===== config.mk =====
export PLATFORM = sky130hd
export DESIGN_NAME = axis_fork_sched
export DESIGN_NICKNAME = d
export VERILOG_FILES = /design/src/rtl/axis_fork_sched.sv
export SDC_FILE = /design/constraint.sdc
export NUM_CORES = 1
export LEC_CHECK = 0
export ABC_AREA = 1
export CAP_MARGIN = 20
export CORE_AREA = 2 2 87 89
export DETAILED_ROUTE_END_ITERATION = 10
export DIE_AREA = 0 0 89 91
export RECOVER_POWER = 100
export SETUP_SLACK_MARGIN = 0.5
export SYNTH_ARGS = -nofsm -noshare
export SYNTH_HDL_FRONTEND = slang
export SYNTH_SLANG_ARGS = --single-unit

===== constraint.sdc =====
create_clock -name clk -period 1.95 [get_ports clk]
set_input_delay 0.585 -clock clk [delete_from_list [all_inputs] [get_ports clk]]
set_output_delay 0.585 -clock clk [all_outputs]
set_load 0.01 [all_outputs]

===== src/rtl/axis_fork_sched.sv =====
// Job scheduler for an AXI-Stream fork arbiter: forks a commanded number of frames, then drains.
// Optional stall watchdog enabled by defining FORK_SCHED_TIMEOUT_EN.
module axis_fork_sched #(
  parameter int M_COUNT        = 3,
  parameter int CNT_WIDTH      = 16,
  parameter int TIMEOUT_CYCLES = 1024
) (
  input  logic                 clk,
  input  logic                 rst_n,
  input  logic                 cmd_valid,
  output logic                 cmd_ready,
  input  logic [CNT_WIDTH-1:0] cmd_frames,
  input  logic [M_COUNT-1:0]   cmd_mask,
  output logic                 fork_enable,
  output logic [M_COUNT-1:0]   fork_mask,
  input  logic                 fork_done,
  input  logic                 mon_tvalid,
  input  logic                 mon_tready,
  input  logic                 mon_tlast,
  output logic                 busy,
  output logic                 done_pulse,
  output logic [CNT_WIDTH-1:0] frame_cnt,
  output logic                 err_timeout
);

  typedef enum logic [1:0] {IDLE, RUN, DRAIN, DONE} state_t;

  state_t               state;
  logic [CNT_WIDTH-1:0] frames;
  logic [CNT_WIDTH-1:0] cnt_inc;
  logic                 hs;
  logic                 hs_last;
  logic                 stall_hit;

  assign hs      = mon_tvalid & mon_tready;
  assign hs_last = hs & mon_tlast;
  assign cnt_inc = frame_cnt + {{(CNT_WIDTH-1){1'b0}}, 1'b1};

  // Job FSM; every output is registered alongside the state it belongs to.
  always_ff @(posedge clk) begin
    if (!rst_n) begin
      state       <= IDLE;
      cmd_ready   <= 1'b0;
      fork_enable <= 1'b0;
      fork_mask   <= '0;
      busy        <= 1'b0;
      done_pulse  <= 1'b0;
      frame_cnt   <= '0;
      frames      <= '0;
    end else begin
      case (state)
        IDLE: begin
          cmd_ready <= 1'b1;
          if (cmd_valid && cmd_ready) begin
            frames    <= cmd_frames;
            fork_mask <= cmd_mask;
            frame_cnt <= '0;
            cmd_ready <= 1'b0;
            busy      <= 1'b1;
            if (cmd_frames != '0) begin
              state       <= RUN;
              fork_enable <= 1'b1;
            end else begin
              state      <= DONE;
              done_pulse <= 1'b1;
            end
          end
        end
        RUN: begin
          if (hs_last) begin
            frame_cnt <= cnt_inc;
            if (cnt_inc == frames) begin
              state       <= DRAIN;
              fork_enable <= 1'b0;
            end
          end else if (stall_hit) begin
            state       <= DONE;
            fork_enable <= 1'b0;
            done_pulse  <= 1'b1;
          end
        end
        DRAIN: begin
          if (fork_done || stall_hit) begin
            state      <= DONE;
            done_pulse <= 1'b1;
          end
        end
        DONE: begin
          state      <= IDLE;
          done_pulse <= 1'b0;
          busy       <= 1'b0;
          cmd_ready  <= 1'b1;
        end
        default: begin
          state       <= IDLE;
          cmd_ready   <= 1'b0;
          fork_enable <= 1'b0;
          busy        <= 1'b0;
          done_pulse  <= 1'b0;
        end
      endcase
    end
  end

`ifdef FORK_SCHED_TIMEOUT_EN
  localparam int SW = (TIMEOUT_CYCLES > 1) ? $clog2(TIMEOUT_CYCLES) : 1;

  logic [SW-1:0] stall_cnt;
  logic          active;
  logic          drain_exit;

  assign active     = (state == RUN) || (state == DRAIN);
  assign drain_exit = (state == DRAIN) && fork_done;
  // A normal drain completion on the same cycle wins over the watchdog.
  assign stall_hit  = active && !hs && !drain_exit && (stall_cnt == SW'(TIMEOUT_CYCLES - 1));

  // Stall counter: restarts on any beat and whenever the state changes.
  always_ff @(posedge clk) begin
    if (!rst_n) begin
      stall_cnt <= '0;
    end else if (!active || hs || drain_exit || stall_hit) begin
      stall_cnt <= '0;
    end else begin
      stall_cnt <= stall_cnt + {{(SW-1){1'b0}}, 1'b1};
    end
  end

  // Sticky abort flag, cleared only by the next accepted command.
  always_ff @(posedge clk) begin
    if (!rst_n) begin
      err_timeout <= 1'b0;
    end else if (state == IDLE && cmd_valid && cmd_ready) begin
      err_timeout <= 1'b0;
    end else if (stall_hit) begin
      err_timeout <= 1'b1;
    end
  end
`else
  assign stall_hit   = 1'b0;
  assign err_timeout = 1'b0;
`endif

endmodule


==> results of run 1 <==
-- cell families after synthesis --
group | synth area share, %
other cells | 0.157
buf+inv | 9.22
xor+xnor | 1.10
simple gates | 38.2
flops | 34.4
compound gates | 14.3
fa+ha+maj | 2.62
-- final cells by class --
cell class | count | area, um2 | share of cell area, %
Sequential cell | 41 | 877 | 21.9
Inverter | 46 | 179 | 4.46
Clock buffer | 6 | 72.6 | 1.81
Timing Repair Buffer | 113 | 1050 | 26.1
Clock inverter | 2 | 10.0 | 0.250
Tap cell | 99 | 124 | 3.09
Multi-Input combinational cell | 273 | 1700 | 42.4
-- repair_timing --
action,4_1_cts,5_1_grt
setup endpoints to repair,63,53
resized for setup,230,62
setup buffers,21,9
gates cloned,3,0
pin swaps,27,24
-- through the flow --
stage          cells  utilization [%]  hold WS (ns)  worst slack (ns)  power, mW
4_1_cts          571             52.5         0.462             0.137       3.06
5_1_grt          580             56.2         0.480           -0.0879       3.58
2_1_floorplan    370                -         0.444             0.276       1.73
3_3_place_gp     539             45.4         0.435            -0.307       2.19
6_report         580             56.2         0.455            0.0657       3.37
3_5_place_dp     539             45.4         0.444            -0.332       2.19
-- worst max-delay path by stage --
stage / end
2_1_floorplan: state[0]$_SDFFE_PN0P_
3_3_place_gp: state[1]$_SDFFE_PN0P_
3_5_place_dp: state[1]$_SDFFE_PN0P_
4_1_cts: state[0]$_SDFFE_PN0P_
5_1_grt: state[1]$_SDFFE_PN0P_
6_report: state[1]$_SDFFE_PN0P_
-- per-layer routing --
metal  part of all wire, %  wire length (um)  GRT usage (%)
met1                    44              3490           26.8
met2                    49              3950           32.9
met3                   5.6               448           3.73
met4                   1.3               102           4.98
met5                     0                 0              0
-- layout by cell type, fill, tap and decap left out, drive strengths merged --
cell	netlist	final
nand3	55	55
clkdlybuf4s15	0	11
a22oi	2	2
clkdlybuf4s50	0	5
or2	1	1
dlygate4sd2	0	5
o21bai	1	1
nand4	9	9
dfxtp	41	41
inv	45	45
ha	5	5
nand3b	1	1
nand2	99	99
conb	1	1
xnor2	1	1
clkinv	1	3
buf	4	91
nor4	4	4
a31oi	1	1
xor2	2	2
nor2	29	30
a221oi	1	1
clkbuf	7	7
o21ai	19	19
a21oi	41	41
-- critical path: stages (launching register included) --
cell     delay (ns)
dfxtp_4        0.38
ha_4           0.16
nand2_4        0.08
nor2_4         0.20
nand3_1        0.12
nand2_1        0.13
nand3_1        0.09
nand2_1        0.08
nand2_1        0.08
nor2_2         0.10
nand3_2        0.08
nand2_2        0.10
nand3_1        0.07
nand2_1        0.07
nor2_1         0.04
-- state kept, by name, indices dropped and copies added (netlist names) --
register and cells:
fork_mask 3, done_pulse 1, busy 1, fork_enable 1
cmd_ready 1, state 2, frame_cnt 16, frames 16
-- report_power, final --
| part | switching [mW] | internal, mW | total (mW) |
|---|---|---|---|
| sequential | 0.0842 | 0.972 | 1.06 |
| combinational | 0.925 | 0.842 | 1.77 |
| clock | 0.298 | 0.248 | 0.546 |
==> metrics.txt, run 1 <==
GR Overflow Total 0; maxcap violations 0; HPWL Detailed 5.29 mm; leading area contributor after synthesis dfxtp_1; first-pass GRT wire length 12.8 mm; vias per cell 4.96; count leader, synth nand2_1; largest net degree at the start of global routing 19; worst hold path type reg -> reg; Wirelength per Cell 13.8 um; CTS Buf Count 5; CP arrival 2.08 ns; fmax 531 MHz; CORE AREA 7140 um2; RSZ-0062 raised after global routing yes; ranking of synthesized cells by area dfxtp_1 (34%), nand2_1 (15%), nand3_1 (11%); worst hold path depth 2; top_reg_cell synth dfxtp_1; Fin Clk Skew 0.0101 ns; period utilization 96.6%; DRC Markers 0; Final Hold Fails 0; r2r setup slk 0.07 ns; RR Startpoint frame_cnt[1]$_SDFFE_PN0P_; P&R area growth vs syn 67.8%; Cells after Synth 370; top cell type's share of synthesized area 34.4%; final setup vio count 0; hold_buf cts 0; Initial Util 33.5%; ant diodes 0; worst path required time 2.14 ns; cells on worst reg2reg path 14; fraction of layout cells with a size suffix above 1 42.8%; Crit Path Max Fanout 5; Max clock buf depth 2; Fillers 687; Setup crit start kind flip-flop; sequential fraction of the synthesis area 34.4%; end of the worst hold path done_pulse$_SDFFE_PN0P_; synth warn 0; Syn Std Cell Area 2390 um2; fin crit period 1.88 ns; via count 2,877; Clk Latency, worst-skew pair 0.30 ns; Power Density 840 nW/um2; initial antenna violation count 0; number of H-tree levels 2; number of buffers inserted by port buffering 48; Synth Net Count 401; die height 91 um; Synth Area per Inst 6.46 um2; die area 8100 um2; Root Buffer clkbuf_8; setup_tns 0 ns; HP Start done_pulse$_SDFFE_PN0P_; antenna-violating nets left 0; overall die width 89 um; GPL Wtd Cong 0.864; Distinct cells, synth 30; Commonest cells post-synth nand2_1 (94), nand3_1 (54), inv_1 (43); TritonRoute pass-1 iters 5; Finished Cell Area 4010 um2; Ports 50; initial DRC count 173; total clock sinks 41; number of global-route vias before repair 2,714; Reg clk slew, reported paths 0.08 ns; CTS tree yes; start point of the critical path frame_cnt[1]$_SDFFE_PN0P_; Synth async-reset ratio 0%; All-Layer GR Usage 20.0%; Leakage 1.66 nW; status completed; VDD IR-drop max 0.000438 V; Final nets 511; Slew Limit Fails 0; kind of critical path reg -> reg; area post-placement 3240 um2; Row Count 31; R2R Path End state[1]$_SDFFE_PN0P_; synthesized flop and latch total 41; Post-Route WL 7.99 mm; Crit. End Element flip-flop; number of synthesized flops with an enable pin 0
No activity file was read; power rests on OpenSTA's default activity.
==> inputs of run 2 (changes only) <==
PLACE_DENSITY = 0.58   (was not set)
==> run 2 against run 1 <==
Effect of this change:
- clock power hardly changed
- first-iteration DRC count is 23% lower
- sequential cell count stayed put
==> metrics.txt, run 2 (synthesis results as in run 1) <==
Final Hold Fails 0 (unchanged); start point of the critical path frame_cnt[0]$_SDFFE_PN0P_; Crit. End Element flip-flop; period utilization 95.4% (-1.3 points); kind of critical path reg -> reg; antenna-violating nets left 0 (unchanged); Ports 50 (unchanged); number of H-tree levels 2 (unchanged); fin crit period 1.86 ns (-0.0248 ns); Slew Limit Fails 0 (unchanged); initial DRC count 134 (-23%); DRC Markers 0 (unchanged); via count 2,711 (-5.8%); GR Overflow Total 0 (unchanged); hold_buf cts 0 (unchanged); Root Buffer clkbuf_8; Setup crit start kind flip-flop; overall die width 89 um (unchanged); Reg clk slew, reported paths 0.08 ns (about the same); GPL Wtd Cong 0.815 (-5.7%); Wirelength per Cell 12.7 um (-7.4%); Power Density 789 nW/um2 (-6.1%); fraction of layout cells with a size suffix above 1 29.6% (-13 points); Final nets 500 (-2.2%); final setup vio count 0 (unchanged); largest registers frame_cnt x16, frames x16, fork_mask x3; RR Startpoint frame_cnt[0]$_SDFFE_PN0P_; worst hold path type reg -> reg; TritonRoute pass-1 iters 4 (-1); vias per cell 4.77 (-3.8%); status completed; Initial Util 33.5% (unchanged); r2r setup slk 0.09 ns (+0.02 ns); fmax 538 MHz (+1.3%); Finished Cell Area 3610 um2 (-10%); Clk Latency, worst-skew pair 0.30 ns (about the same); area post-placement 3260 um2 (+0.62%); area of the multi-input gates 1440 um2 (-15%); Fin Clk Skew 0.0116 ns (+0.00148 ns); total clock sinks 41 (unchanged); CTS Buf Count 5 (unchanged); largest net degree at the start of global routing 20 (+1); commonest non-fill, non-tap cell in the layout nand2_1; die height 91 um (unchanged); P&R area growth vs syn 51.0%; cells on worst reg2reg path 15 (+1); CORE AREA 7140 um2 (unchanged); Row Count 31 (unchanged); worst hold path depth 2 (unchanged); fin util 50.5% (-5.6 points); All-Layer GR Usage 19.1% (-0.88 points); Fillers 750 (+9.2%); first-pass GRT wire length 12.2 mm (-4.5%); R2R Path End state[0]$_SDFFE_PN0P_; commonest cells after routing, fill and taps aside nand2_1 (91), nand3_1 (52), inv_1 (42); initial antenna violation count 0 (unchanged); CP arrival 2.06 ns (-0.02 ns); ant diodes 0 (unchanged); VDD IR-drop max 0.000507 V (+16%); die area 8100 um2 (unchanged); Sequential cell area 861 um2 (-1.9%); HP Start done_pulse$_SDFFE_PN0P_; number of buffers inserted by port buffering 48 (unchanged); CTS tree yes; number of global-route vias before repair 2,572 (-5.2%); RSZ-0062 raised after global routing yes; worst path required time 2.15 ns (about the same); Post-Route WL 7.24 mm (-9.4%); end of the worst hold path done_pulse$_SDFFE_PN0P_; maxcap violations 0 (unchanged); HPWL Detailed 5.28 mm (-0.26%); Leakage 1.49 nW (-10%); Crit Path Max Fanout 8 (+3); Max clock buf depth 2 (unchanged)
## run 2: critical path, stage by stage (launching register included)
cell and delay, ns:
dfxtp_4 0.38, ha_4 0.17, nand2_4 0.05, nor2_4 0.13, buf_12 0.14, nand4_1 0.16
nand2_1 0.10, nand2_1 0.05, nand2_1 0.06, nand2_1 0.06, nor2_2 0.10, nand3_2 0.09
nand2_2 0.10, nand3_1 0.07, nand2_1 0.06, nor2_1 0.04
## run 2: repair_timing
action                                 CTS  global route
cloned                                   2             0
setup endpoints to repair               63            59
gates resized for setup                202            23
endpoints found under the hold margin    0             0
setup buffers                           16             3
pin swaps                               21             5
## run 2: layout make-up
cell class / instances / share of cell area [%]
clock buffer: 6 / 2.01
inverter: 46 / 4.82
timing repair buffer: 103 / 25.7
clock inverter: 1 / 0.139
tap: 99 / 3.43
sequential: 41 / 23.9
multi-input combinational: 272 / 40.0
## run 2: power by group
group          switching (mW)  leakage (nW)  internal (mW)
Combinational           0.685          1.10          0.567
Clock                   0.304        0.0410          0.244
Sequential             0.0832         0.344          0.964
Total                    1.07          1.49           1.78
## run 2: how the worst max path moves through the flow
stage / to / slack [ns] / depth (start not counted)
floorplan: state[0]$_SDFFE_PN0P_ / 0.28 / 14
global placement: state[1]$_SDFFE_PN0P_ / -0.34 / 10
detailed placement: state[1]$_SDFFE_PN0P_ / -0.36 / 10
CTS: state[0]$_SDFFE_PN0P_ / 0.12 / 15
global route: state[1]$_SDFFE_PN0P_ / -0.05 / 15
finish: state[0]$_SDFFE_PN0P_ / 0.09 / 15
## run 2: metal layers
layer / wire (um) / up-vias / track usage (%)
li1: - / 1423 / -
met1: 3430 / 1215 / 26.3
met2: 3320 / 65 / 30.8
met3: 389 / 8 / 2.82
met4: 107 / 0 / 5.60
met5: 0 / - / 0
## run 2: per-stage QoR
step	instances	hold slack (ns)	total power [mW]	TNS [ns]	worst slack (ns)
4_1_cts	565	0.458	2.91	0	0.119
3_3_place_gp	540	0.442	2.21	-1.65	-0.339
2_1_floorplan	370	0.444	1.73	0	0.276
6_report	568	0.457	2.85	0	0.0905
3_5_place_dp	540	0.439	2.21	-1.83	-0.364
5_1_grt	568	0.481	3.05	-0.0934	-0.0475
